`src/rtl/arbiter_rr_burst.sv`:
```
// Round-robin burst arbiter: one registered one-hot owner at a time, ownership
// ends on beat_last, MAX_BURST beats, or request withdrawal; back-to-back hand-over.
module arbiter_rr_burst #(
  parameter int N         = 4,
  parameter int MAX_BURST = 8,
  parameter int IDW       = $clog2(N),
  parameter int CNTW      = $clog2(MAX_BURST + 1)
) (
  input  logic            clk,
  input  logic            rst_n,
  input  logic [N-1:0]    req,
  input  logic            beat,
  input  logic            beat_last,
  output logic [N-1:0]    grant,
  output logic [IDW-1:0]  grant_id,
  output logic            busy,
  output logic [CNTW-1:0] beat_cnt,
  output logic            burst_trunc
);

  typedef enum logic {IDLE, OWN} state_t;

  state_t          state_q, state_d;
  logic [IDW-1:0]  ptr_q, ptr_d;
  logic [N-1:0]    grant_q, grant_d;
  logic [IDW-1:0]  grant_id_q, grant_id_d;
  logic [CNTW-1:0] beat_cnt_q, beat_cnt_d;
  logic            trunc_q, trunc_d;

  logic [IDW-1:0]  arb_ptr, pick;
  logic [N-1:0]    masked;
  logic            pick_vld;
  logic            last_hit, max_hit, drop_hit, rel;

  function automatic logic [IDW-1:0] wrap_inc(input logic [IDW-1:0] i);
    if (32'(i) == N - 1) return '0;
    return i + 1'b1;
  endfunction

  function automatic logic [IDW-1:0] lowest(input logic [N-1:0] v);
    logic [IDW-1:0] idx;
    idx = '0;
    for (int unsigned i = N; i > 0; i--)
      if (v[i-1]) idx = IDW'(i - 1);
    return idx;
  endfunction

  // While owning, arbitrate as if ptr had already moved past the owner so a
  // release can hand over in the same cycle.
  always_comb begin
    arb_ptr  = (state_q == OWN) ? wrap_inc(grant_id_q) : ptr_q;
    masked   = '0;
    for (int unsigned i = 0; i < N; i++)
      masked[i] = req[i] & (IDW'(i) >= arb_ptr);
    pick_vld = |req;
    pick     = (|masked) ? lowest(masked) : lowest(req);
  end

  always_comb begin
    last_hit = beat & beat_last;
    max_hit  = beat & (beat_cnt_q == CNTW'(MAX_BURST - 1));
    drop_hit = ~req[grant_id_q] & ~beat;
    rel      = last_hit | max_hit | drop_hit;
  end

  always_comb begin
    state_d    = state_q;
    ptr_d      = ptr_q;
    grant_d    = grant_q;
    grant_id_d = grant_id_q;
    beat_cnt_d = beat_cnt_q;
    trunc_d    = 1'b0;
    unique case (state_q)
      IDLE: begin
        beat_cnt_d = '0;
        grant_d    = '0;
        if (pick_vld) begin
          grant_d[pick] = 1'b1;
          grant_id_d    = pick;
          state_d       = OWN;
        end
      end
      OWN: begin
        if (rel) begin
          ptr_d      = arb_ptr;
          trunc_d    = max_hit & ~beat_last;
          beat_cnt_d = '0;
          grant_d    = '0;
          if (pick_vld) begin
            grant_d[pick] = 1'b1;
            grant_id_d    = pick;
          end else begin
            state_d = IDLE;
          end
        end else if (beat) begin
          beat_cnt_d = beat_cnt_q + 1'b1;
        end
      end
      default: state_d = IDLE;
    endcase
  end

  always_ff @(posedge clk or negedge rst_n) begin
    if (!rst_n) begin
      state_q    <= IDLE;
      ptr_q      <= '0;
      grant_q    <= '0;
      grant_id_q <= '0;
      beat_cnt_q <= '0;
      trunc_q    <= 1'b0;
    end else begin
      state_q    <= state_d;
      ptr_q      <= ptr_d;
      grant_q    <= grant_d;
      grant_id_q <= grant_id_d;
      beat_cnt_q <= beat_cnt_d;
      trunc_q    <= trunc_d;
    end
  end

  assign grant       = grant_q;
  assign grant_id    = grant_id_q;
  assign busy        = |grant_q;
  assign beat_cnt    = beat_cnt_q;
  assign burst_trunc = trunc_q;

endmodule

```
`config.mk`:
```
export PLATFORM = sky130hd
export DESIGN_NAME = arbiter_rr_burst
export DESIGN_NICKNAME = d
export VERILOG_FILES = /design/src/rtl/arbiter_rr_burst.sv
export SDC_FILE = /design/constraint.sdc
export NUM_CORES = 1
export LEC_CHECK = 0
export ABC_CLOCK_PERIOD_IN_PS = 2000
export BUFFER_PORTS_ARGS = -buffer_cell sky130_fd_sc_hd__buf_2
export CAP_MARGIN = 40
export CORE_MARGIN = 2
export CORE_UTILIZATION = 44
export DETAILED_ROUTE_END_ITERATION = 6
export PLACE_DENSITY = 0.76
export SYNTH_ARGS = -nofsm -noshare
export SYNTH_HDL_FRONTEND = slang
export SYNTH_SLANG_ARGS = --single-unit
```
`constraint.sdc`:
```
create_clock -name clk -period 2 [get_ports clk]
set_input_delay 0.4 -clock clk [delete_from_list [all_inputs] [get_ports clk]]
set_output_delay 0.4 -clock clk [all_outputs]
set_load 0.02 [all_outputs]
```
==> impl_metrics.json <==
{
  "clk_latency_ns": 0.27,
  "via_per_inst": 5.531,
  "cp_data_required_time_ns": 2.17,
  "worstReg2RegEnd": "grant_id[0]",
  "antenna_found_initial": 0,
  "status": "finished, final reports clean",
  "rsz0062_at_grt": "false",
  "cts_resized": 0,
  "synth.area.top_cells": "dfrtp_1 42%, nor2_1 4.1%, mux2i_1 3.6%, ha_1 3.0%, buf_6 2.7%",
  "core_um2": 1745,
  "cp-start-kind": "flop",
  "top_usage_layer": "met2",
  "die_y_um": 47.42,
  "io_buffers": 19,
  "crit_start": "grant_id[0]",
  "start_util_pct": 47.53,
  "met3_usage_pct": 6.792,
  "slowest_stage": "dfrtp_2",
  "final_area_um2": 1003,
  "relSlewSlack_pct": 73.12,
  "cts.sink_count": 14,
  "cts_tree": "built",
  "finalSetupViolCount": 0,
  "yosysTopAreaCell": "dfrtp_1",
  "cp_slowest_stage_delay_ns": 0.44,
  "r2r-start": "grant_id[0]",
  "path_clk_slew_ns": 0.07,
  "netlist_area_um2": 829.5,
  "ant_nets": 0,
  "seqCellArea_um2": 351.6,
  "grt_use_met1_pct": 22.89,
  "syn_inst": 78,
  "synth_seq_area_share_pct": 42.23,
  "powerDensity_nw_per_um2": 1356,
  "fin_ws_ns": 0.1028,
  "worstSetupPathType": "flop to flop",
  "cts_buffers": 3,
  "grt_usage_pct": 18.50,
  "endpoint_kind": "flop",
  "die_area_um2": 2249,
  "globalRouteMet2Util_pct": 29.46,
  "n_antenna_cell": 0,
  "power_leakage_uw": 0.0004870,
  "min_period_ns": 1.897,
  "maxSlewViolCount": 0,
  "fillCellCount": 158,
  "avgSynthCellArea_um2": 10.64,
  "multi_input_area_um2": 424.2,
  "wl_um": 1698,
  "drt_pre_antenna_iters": 4,
  "drive_above_1_share_pct": 35.92,
  "arrival_ns": 2.07,
  "worstMarginPinSlew_ns": 0.3980,
  "fin_skew_ns": 0.001096,
  "wl_per_cell_um": 13.27,
  "area_delta_synth_final_pct": 20.96,
  "synth_cell_types": 37,
  "postCtsHoldBufs": 0,
  "synth_warnings": 0,
  "synth_top_area_share_pct": 42.23,
  "postCtsSetupBuffers": 0,
  "reg2regPathDepth": 6,
  "clock-root-buffer": "clkbuf_4",
  "min_path_type": "input port to async pin",
  "cp-endpoint": "grant_id[0]",
  "max_freq_mhz": 527.1,
  "first_global_vias": 657,
  "grt_pass1_wl_um": 2822,
  "timing.reg2reg.setup_slack_ns": 0.10,
  "drc_errors": 0,
  "synth_fp_nets": 88,
  "ir_drop_mv": 0.7184,
  "rows": 15,
  "gr-total-overflow": 0,
  "crit_chain": "ha_1, mux2i_1, buf_4, or3b_1, o2111ai_1, a21bo_1",
  "pin_count": 20,
  "dieWidth_um": 47.42,
  "maxCapViolCount": 0,
  "layout.nets": 115,
  "gp_congestion": 0.8666,
  "period_share_pct": 94.86,
  "power_uw": 1361,
  "critPathTopFamily": "flip-flops",
  "grt_max_degree": 15,
  "vias": 708,
  "synth-seq-cells": 14,
  "cts_htree_levels": 1,
  "post-place-ws_ns": 0.04117,
  "clock_path_buffers": 2,
  "fin_tns_setup_ns": 0,
  "post_dp_cell_area_um2": 979.7,
  "hold_violations": 0,
  "cp_max_fo": 5,
  "path_depth": 6,
  "critPathBufInv": 1,
  "hpwl_um": 1305,
  "first_iter_violations": 10
}
-- power by group --
group / internal, uW / leakage, uW / total [uW] / switching, uW
combinational: 357 / 0.000297 / 771 / 414
clock: 69.8 / 0.0000138 / 150 / 80.3
sequential: 370 / 0.000177 / 440 / 70.0
-- cells by family (layout without fill, tap and decap cells) --
family	count (synthesis)	in the layout	synth area share [%]
fa+ha+maj	2	2	3.016
simple gates	21	21	13.42
buf+inv	10	35	6.636
xor+xnor	3	3	3.168
mux	8	8	11.76
flops	14	14	42.23
compound gates	20	20	19.76
-- synth_stat cells (all sizes together) --
cell,count
dfrtp,14
nor2,9
inv,5
buf,4
mux2,4
a21oi,3
mux2i,3
nand2,3
o22ai,3
a31oi,2
ha,2
nand2b,2
nand4,2
xnor2,2
a211o,1
a21bo,1
a21boi,1
a22o,1
a22oi,1
a31o,1
and3b,1
clkbuf,1
mux4,1
nand3,1
nor3b,1
o2111ai,1
o21ai,1
o221a,1
o221ai,1
o32ai,1
o41ai,1
or3b,1
or4,1
xor2,1
-- registers in the layout, summed over array words and instances (netlist names) --
signal	cells
grant	4
burst_trunc	1
ptr_q	2
beat_cnt	4
grant_id	2
state_q	1
-- worst min-delay path by stage --
stage | from | to | slack, ns | depth (start not counted)
floorplan | rst_n | beat_cnt[0] | 0.10 | 0
global placement | rst_n | ptr_q[0] | 0.31 | 1
detailed placement | rst_n | ptr_q[1] | 0.31 | 1
CTS | rst_n | ptr_q[1] | 0.007 | 1
global route | rst_n | ptr_q[1] | 0.02 | 1
finish | rst_n | ptr_q[1] | 0.002 | 1
-- final cells by class --
type,instances,share of cell area (%)
multi-input combinational,54,42.27
sequential,14,35.04
inverter,5,1.870
timing repair buffer,27,15.46
tap,25,3.117
clock buffer,3,2.244
-- placed cells by master (no fill, tap or decap), types with 2 or more instances in the layout --
| master | instances |
|---|---|
| mux2_1 | 2 |
| inv_1 | 5 |
| clkbuf_4 | 3 |
| dfrtp_1 | 13 |
| mux2_2 | 2 |
| nand4_1 | 2 |
| buf_4 | 8 |
| xnor2_1 | 2 |
| o22ai_1 | 3 |
| a21oi_1 | 3 |
| mux2i_1 | 3 |
| buf_2 | 19 |
| nor2_1 | 9 |
| nand2b_1 | 2 |
| nand2_1 | 3 |
| ha_1 | 2 |
-- stage by stage --
step | hold slack (ns) | std cells | util, %
2_1_floorplan | 0.1044 | 78 | -
3_3_place_gp | 0.3057 | 125 | 56.13
3_5_place_dp | 0.3076 | 125 | 56.13
4_1_cts | 0.006815 | 128 | 57.42
5_1_grt | 0.02252 | 128 | 57.49
6_report | 0.002420 | 128 | 57.49
-- worst register-to-register path, delay by kind of cell (launching register included) --
kind            cells  cell delay (ns)
compound gates      2             0.37
simple gates        1             0.36
flops               1             0.44
fa+ha+maj           1             0.32
mux                 1             0.12
buf+inv             1             0.17
-- per-layer routing --
| metal | part of all wire (%) | up-vias | wire length, um |
|---|---|---|---|
| met1 | 45 | 336 | 759 |
| met3 | 4.9 | 4 | 84 |
| li1 | - | 346 | - |
| met2 | 49 | 22 | 827 |
| met4 | 1.6 | 0 | 27 |
| met5 | 0 | - | 0 |
Note: power is estimated with default switching activity, not from simulation.
